==> config.mk <==
export PLATFORM = sky130hd
export DESIGN_NAME = uart_input_controller
export DESIGN_NICKNAME = d
export VERILOG_FILES = /design/src/rtl/uart_input_pkg.sv /design/src/rtl/uart_input_controller_word_fifo.sv /design/src/rtl/uart_input_controller.sv
export SDC_FILE = /design/constraint.sdc
export NUM_CORES = 1
export LEC_CHECK = 0
export CORE_ASPECT_RATIO = 0.6
export CORE_MARGIN = 2
export CORE_UTILIZATION = 44
export DETAILED_ROUTE_END_ITERATION = 12
export GPL_ROUTABILITY_DRIVEN = 0
export MAX_ROUTING_LAYER = met4
export PLACE_DENSITY_LB_ADDON = 0.25
export SLEW_MARGIN = 40
export SYNTH_ARGS = -nofsm -noshare
export SYNTH_HDL_FRONTEND = slang
export SYNTH_SLANG_ARGS = --single-unit
==> constraint.sdc <==
create_clock -name clk -period 5 [get_ports clk]
set_input_delay 0.75 -clock clk [delete_from_list [all_inputs] [get_ports clk]]
set_output_delay 0.75 -clock clk [all_outputs]
set_load 0.005 [all_outputs]
==> src/rtl/uart_input_pkg.sv <==
// Shared types and constants for the UART input controller.
package uart_input_pkg;

    typedef logic [31:0] word_t;
    typedef logic [7:0]  byte_t;

    // Assembler position: how many bytes of the current word have arrived.
    typedef enum logic [1:0] {B0, B1, B2, B3} asm_state_t;

    localparam int BYTES_PER_WORD = 4;

    // Next assembler position after one accepted byte; B3 wraps to B0.
    function automatic asm_state_t next_byte(input asm_state_t s);
        case (s)
            B0:      next_byte = B1;
            B1:      next_byte = B2;
            B2:      next_byte = B3;
            default: next_byte = B0;
        endcase
    endfunction

endpackage

==> src/rtl/uart_input_controller_word_fifo.sv <==
// word_fifo: small circular word buffer with count, full/empty and a
// synchronous flush. The head entry is read straight from the storage
// registers, and reads as zero when the buffer is empty.
module word_fifo #(
    parameter  int FIFO_DEPTH = 4,
    parameter  int WIDTH      = 32,
    localparam int PTR_W      = $clog2(FIFO_DEPTH)
) (
    input  logic             clk,
    input  logic             reset,
    input  logic             flush,
    input  logic             push,
    input  logic             pop,
    input  logic [WIDTH-1:0] wdata,
    output logic [WIDTH-1:0] rdata,
    output logic [PTR_W:0]   count,
    output logic             full,
    output logic             empty
);

    localparam logic [PTR_W:0] DEPTH_C = (PTR_W+1)'(FIFO_DEPTH);

    logic [WIDTH-1:0] mem [FIFO_DEPTH];
    logic [PTR_W-1:0] wr_ptr, rd_ptr;
    logic             do_push, do_pop;

    assign full    = (count == DEPTH_C);
    assign empty   = (count == '0);
    // A push into a full buffer is only legal when a pop frees the slot.
    assign do_pop  = pop && !empty;
    assign do_push = push && (!full || do_pop);
    assign rdata   = empty ? '0 : mem[rd_ptr];

    // Pointer and occupancy update; pointers wrap naturally at FIFO_DEPTH.
    always_ff @(posedge clk or negedge reset) begin
        if (!reset) begin
            wr_ptr <= '0;
            rd_ptr <= '0;
            count  <= '0;
        end else if (flush) begin
            wr_ptr <= '0;
            rd_ptr <= '0;
            count  <= '0;
        end else begin
            if (do_push) wr_ptr <= wr_ptr + 1'b1;
            if (do_pop)  rd_ptr <= rd_ptr + 1'b1;
            case ({do_push, do_pop})
                2'b10:   count <= count + 1'b1;
                2'b01:   count <= count - 1'b1;
                default: count <= count;
            endcase
        end
    end

    // Storage write; contents need no reset since empty masks the head.
    always_ff @(posedge clk) begin
        if (do_push && !flush) mem[wr_ptr] <= wdata;
    end

endmodule

==> src/rtl/uart_input_controller.sv <==
// uart_input_controller: packs UART bytes big-endian into 32-bit words,
// queues them in word_fifo, and hands them to the writeback stage on req.
// Stalls the PC generator while a UART read waits for data.
// Optional build macro UART_INPUT_BYPASS_EN: when the FIFO is empty and the
// final byte of a word arrives while req is high, the word is delivered in
// the same cycle without passing through the FIFO.
module uart_input_controller
    import uart_input_pkg::*;
#(
    parameter  int FIFO_DEPTH = 4,
    localparam int PTR_W      = $clog2(FIFO_DEPTH)
) (
    input  logic           clk,
    input  logic           reset,
    input  logic           flush,
    input  logic           rx_valid,
    input  logic [7:0]     rx_data,
    output logic           rx_ready,
    input  logic           req,
    output logic           input_ready,
    output logic [31:0]    input_data,
    output logic           stall,
    output logic [PTR_W:0] fifo_count
);

    asm_state_t  state, state_nxt;
    logic [23:0] sh;
    logic        accept, push, pop_fifo, bypass;
    logic        full, empty;
    word_t       fifo_rdata, asm_word;

    assign asm_word = {sh, rx_data};

    // Handshake, bypass and output muxing.
    always_comb begin
        bypass = 1'b0;
`ifdef UART_INPUT_BYPASS_EN
        bypass = empty && req && (state == B3) && rx_valid && !flush;
`endif
        pop_fifo    = req && !empty && !flush;
        // Final byte needs a free slot unless the same-cycle pop makes one.
        rx_ready    = !flush && ((state != B3) || !full || pop_fifo);
        accept      = rx_valid && rx_ready;
        push        = accept && (state == B3) && !bypass;
        input_ready = !empty || bypass;
        input_data  = bypass ? asm_word : fifo_rdata;
        stall       = req && !input_ready;
    end

    // Assembler next state: flush wins, otherwise advance per accepted byte.
    always_comb begin
        state_nxt = state;
        if (flush)       state_nxt = B0;
        else if (accept) state_nxt = next_byte(state);
    end

    // Assembler state register.
    always_ff @(posedge clk or negedge reset) begin
        if (!reset) state <= B0;
        else        state <= state_nxt;
    end

    // Shift register holding the first three bytes of the current word.
    always_ff @(posedge clk or negedge reset) begin
        if (!reset)      sh <= '0;
        else if (flush)  sh <= '0;
        else if (accept) sh <= {sh[15:0], rx_data};
    end

    word_fifo #(
        .FIFO_DEPTH (FIFO_DEPTH),
        .WIDTH      (32)
    ) u_fifo (
        .clk   (clk),
        .reset (reset),
        .flush (flush),
        .push  (push),
        .pop   (pop_fifo),
        .wdata (asm_word),
        .rdata (fifo_rdata),
        .count (fifo_count),
        .full  (full),
        .empty (empty)
    );

endmodule

==> results.md <==
- Antenna fix cells: 0
- Die Y: roughly 99 um
- Ratio of final minimum period to clock period: about two thirds
- Seq/Total Area, Yosys: between 60% and 70%
- F_max: between 0.2 and 0.3 GHz
- Grt ovf: 0
- Area leader, netlist: edfxtp_1
- Status: complete, no violations
- DRT Wirelength: roughly 13 mm
- Pwr Density: about 360 nW/um2
- Initial drt markers: 217
- TritonRoute pass-1 iters: 4
- Top cell type's share of synthesized area: a little under three fifths
- Post-route ant nets: 0
- H-Tree Depth: 4
- WL per Instance: 19.74 um
- Synth Register Bits: about 160
- Root Buffer: clkbuf_16
- Vias in the first global route: about 3500
- Synth unique cells: 44
- Ys Warns: 0
- Top cells by area, synth: edfxtp_1 (58%), dfrtp_1 (12%), mux4_2 (11%)
- Die W: 163.0 um
- Syn_nets: around 390
- DRC: 0
- Crit-path leading delay family: buffers and inverters
- Crit-path slowest cell: dfrtp_4
- Die area: roughly 16000 um2
- Area growth from synthesis to layout: 19.35%
- Kind of critical path: flip-flop to output port
- Syn avg cell area: between 15 and 20 um2
- Critical Path AT: about 2700 ps
- Initial core utilization: around 46%
- Post_cts resized: 0
- Critical Path RT: ~4300 ps
- Tightest Pin Transition: roughly 640 ps
- Largest net degree at the start of global routing: between 50 and 60
- Maximum clock path buffer count: 2
- Placement Rows: 34
- Mapped Cells: ~370
- Critical Path Source Type: flip-flop
- Post-synthesis cell area: roughly 6700 um2
- Worst path buffer plus inverter count: 2
- Core Box Area: around 15000 um2
- Share of cells above drive strength 1: between 10% and 20%
- Max-slew violation count: 0
- Crit path cell chain: buf_4 > mux4_2 > nor2b_1 > clkdlybuf4s50_1
- Worst relative slew slack: ~57%
- Maximum VDD drop: 0.0002604 V
- Gr usage total: between 15 and 20%
- Hold Fails Final Rpt: 0
- Clock Skews: roughly 7.3 ps
- Crit Path Max Fanout: 25
- Buffers added on ports: 50
- Post-CTS Setup Bufs: 0
- Filler cell count in the final layout: between 1000 and 1500
- Min Hold Slack: ~520 ps
- Maxcap violations: 0
- Vias per inst: 5.323
- I/O Pins: a little over 50
- Post-detail-place hpwl: 7.322 mm
- Minimum clock period: roughly 3400 ps
- Worst skew pair latency: roughly 410 ps
- CTS tree: done
- CTS clk-pin slew, worst paths: 60 ps
- CTS Buf Count: 17
- HP Class: flip-flop to flip-flop
- Critical Path Sink Type: output port
- FFs w/ async S/R, synth: about a fifth
- CTS Sinks: 161
- Via count: approximately 3400
- Multi-input gate area: between 1500 and 2000 um2
- Setup TNS: 0 ps
- Slowest stage delay, CP: 780 ps
- Initial antenna violation count: 0
- Nets: about 450
- Setup violations, final: 0
- Number of hold buffers added after CTS: 0
- Number of synthesized flops with an enable pin: about 130
- FF/Latch Area: between 4000 and 5000 um2
- Main synth FF type: edfxtp_1
- Global-route wire length before repair: around 20 mm
- Leak Pwr: roughly 2.7 nW
- RSZ-0062 raised after global routing: false
-- cell usage in the layout (no fill, tap or decap), types with 2 or more instances in the layout --
cell type / instances
ha_1: 5
edfxtp_1: 128
inv_6: 4
clkinv_4: 3
nand3b_1: 2
buf_4: 10
xor2_1: 2
nor2b_1: 28
nor2_1: 6
a31oi_1: 2
clkdlybuf4s50_1: 50
mux2i_1: 26
clkbuf_16: 17
a21oi_1: 2
o311ai_0: 2
o221ai_1: 2
mux4_2: 32
clkinv_2: 3
and2_1: 6
and2b_1: 6
inv_1: 6
dfrtp_1: 32
nand2b_1: 37
bufinv_16: 2
-- cells in the mapped netlist, types with 2 or more instances --
cell and number:
nand3b_1 2, o311ai_0 2, inv_1 6, edfxtp_1 128, mux4_2 32, nand2b_1 37, clkbuf_1 11, and2_1 6
mux2i_1 26, nor2_1 6, ha_1 5, a21oi_1 2, buf_4 3, a31oi_1 2, buf_6 2, nor2b_1 28
and2b_1 6, dfrtp_1 33, buf_2 8, xor2_1 2, o221ai_1 2
-- metrics by stage --
step           area (um2)  cells  total power [W]  utilization (%)  setup slack (ps)
6_report             7965    638         0.002834            54.43              1590
5_1_grt              7965    638         0.002915            54.43              1385
4_1_cts              7965    638         0.002859            54.43              1511
3_5_place_dp         7381    606         0.001584            50.44              1868
3_3_place_gp         7378    606         0.001579            50.42              1764
2_1_floorplan        6674    372         0.001537                -              2345
-- worst reg2reg max path, stage by stage (launching register included) --
cell and delay (ps):
dfrtp_1 370, ha_1 360, nand2_1 250, a211oi_1 410
and2_1 190, buf_4 430
-- path summary, 6_finish.rpt --
kind / start / endpoint / slack, ps / depth (start not counted)
setup / recovery: u_fifo.rd_ptr[0] / input_data[22] / 1590 / 4
hold / removal: sh[5] / u_fifo.mem[2][13] / 520 / 0
setup reg to reg: state[0] / u_fifo.mem[2][20] / 2590 / 5
hold reg to reg: sh[5] / u_fifo.mem[2][13] / 520 / 0
max in group asynchronous: reset / u_fifo.rd_ptr[0] / 3890 / 2
min in group asynchronous: reset / u_fifo.wr_ptr[0] / 740 / 2
-- where the power goes --
| group | total, W | internal [W] | switching, W |
|---|---|---|---|
| clock | 0.00128 | 0.000745 | 0.000536 |
| sequential | 0.00147 | 0.00145 | 0.0000138 |
| combinational | 0.0000864 | 0.0000434 | 0.0000430 |
| total | 0.00283 | 0.00224 | 0.000592 |
-- flip-flops by register name (all words and copies together) (netlist names) --
name	count
state	2
u_fifo.count	3
u_fifo.wr_ptr	2
u_fifo.rd_ptr	2
sh	24
u_fifo.mem	128
-- cell families after synthesis --
| family | after synthesis | synth area share, % |
|---|---|---|
| AO/OA/AOI/OAI | 17 | 1.988 |
| XOR/XNOR | 2 | 0.2625 |
| adder cells (fa/ha/maj) | 6 | 1.237 |
| buffers and inverters | 30 | 2.231 |
| flip-flops | 161 | 69.97 |
| multiplexers | 60 | 15.09 |
| AND/OR/NAND/NOR | 96 | 9.224 |
-- metal layers --
layer	global-route usage, %	part of all wire (%)	wire length (um)
met5	-	0	0
met4	5.310	0.70	88
met3	3.795	3.3	415
met2	25.68	47	5879
met1	24.42	49	6214
-- layout make-up --
type                    count  area share (%)
flip-flops and latches    161           58.67
multi-input cells         181           23.37
repair buffers             60           7.226
clock buffers              18           5.388
well taps                 198           3.110
clock inverters            14           1.948
inverters                   6          0.2828
Note: power is estimated with default switching activity, not from simulation.
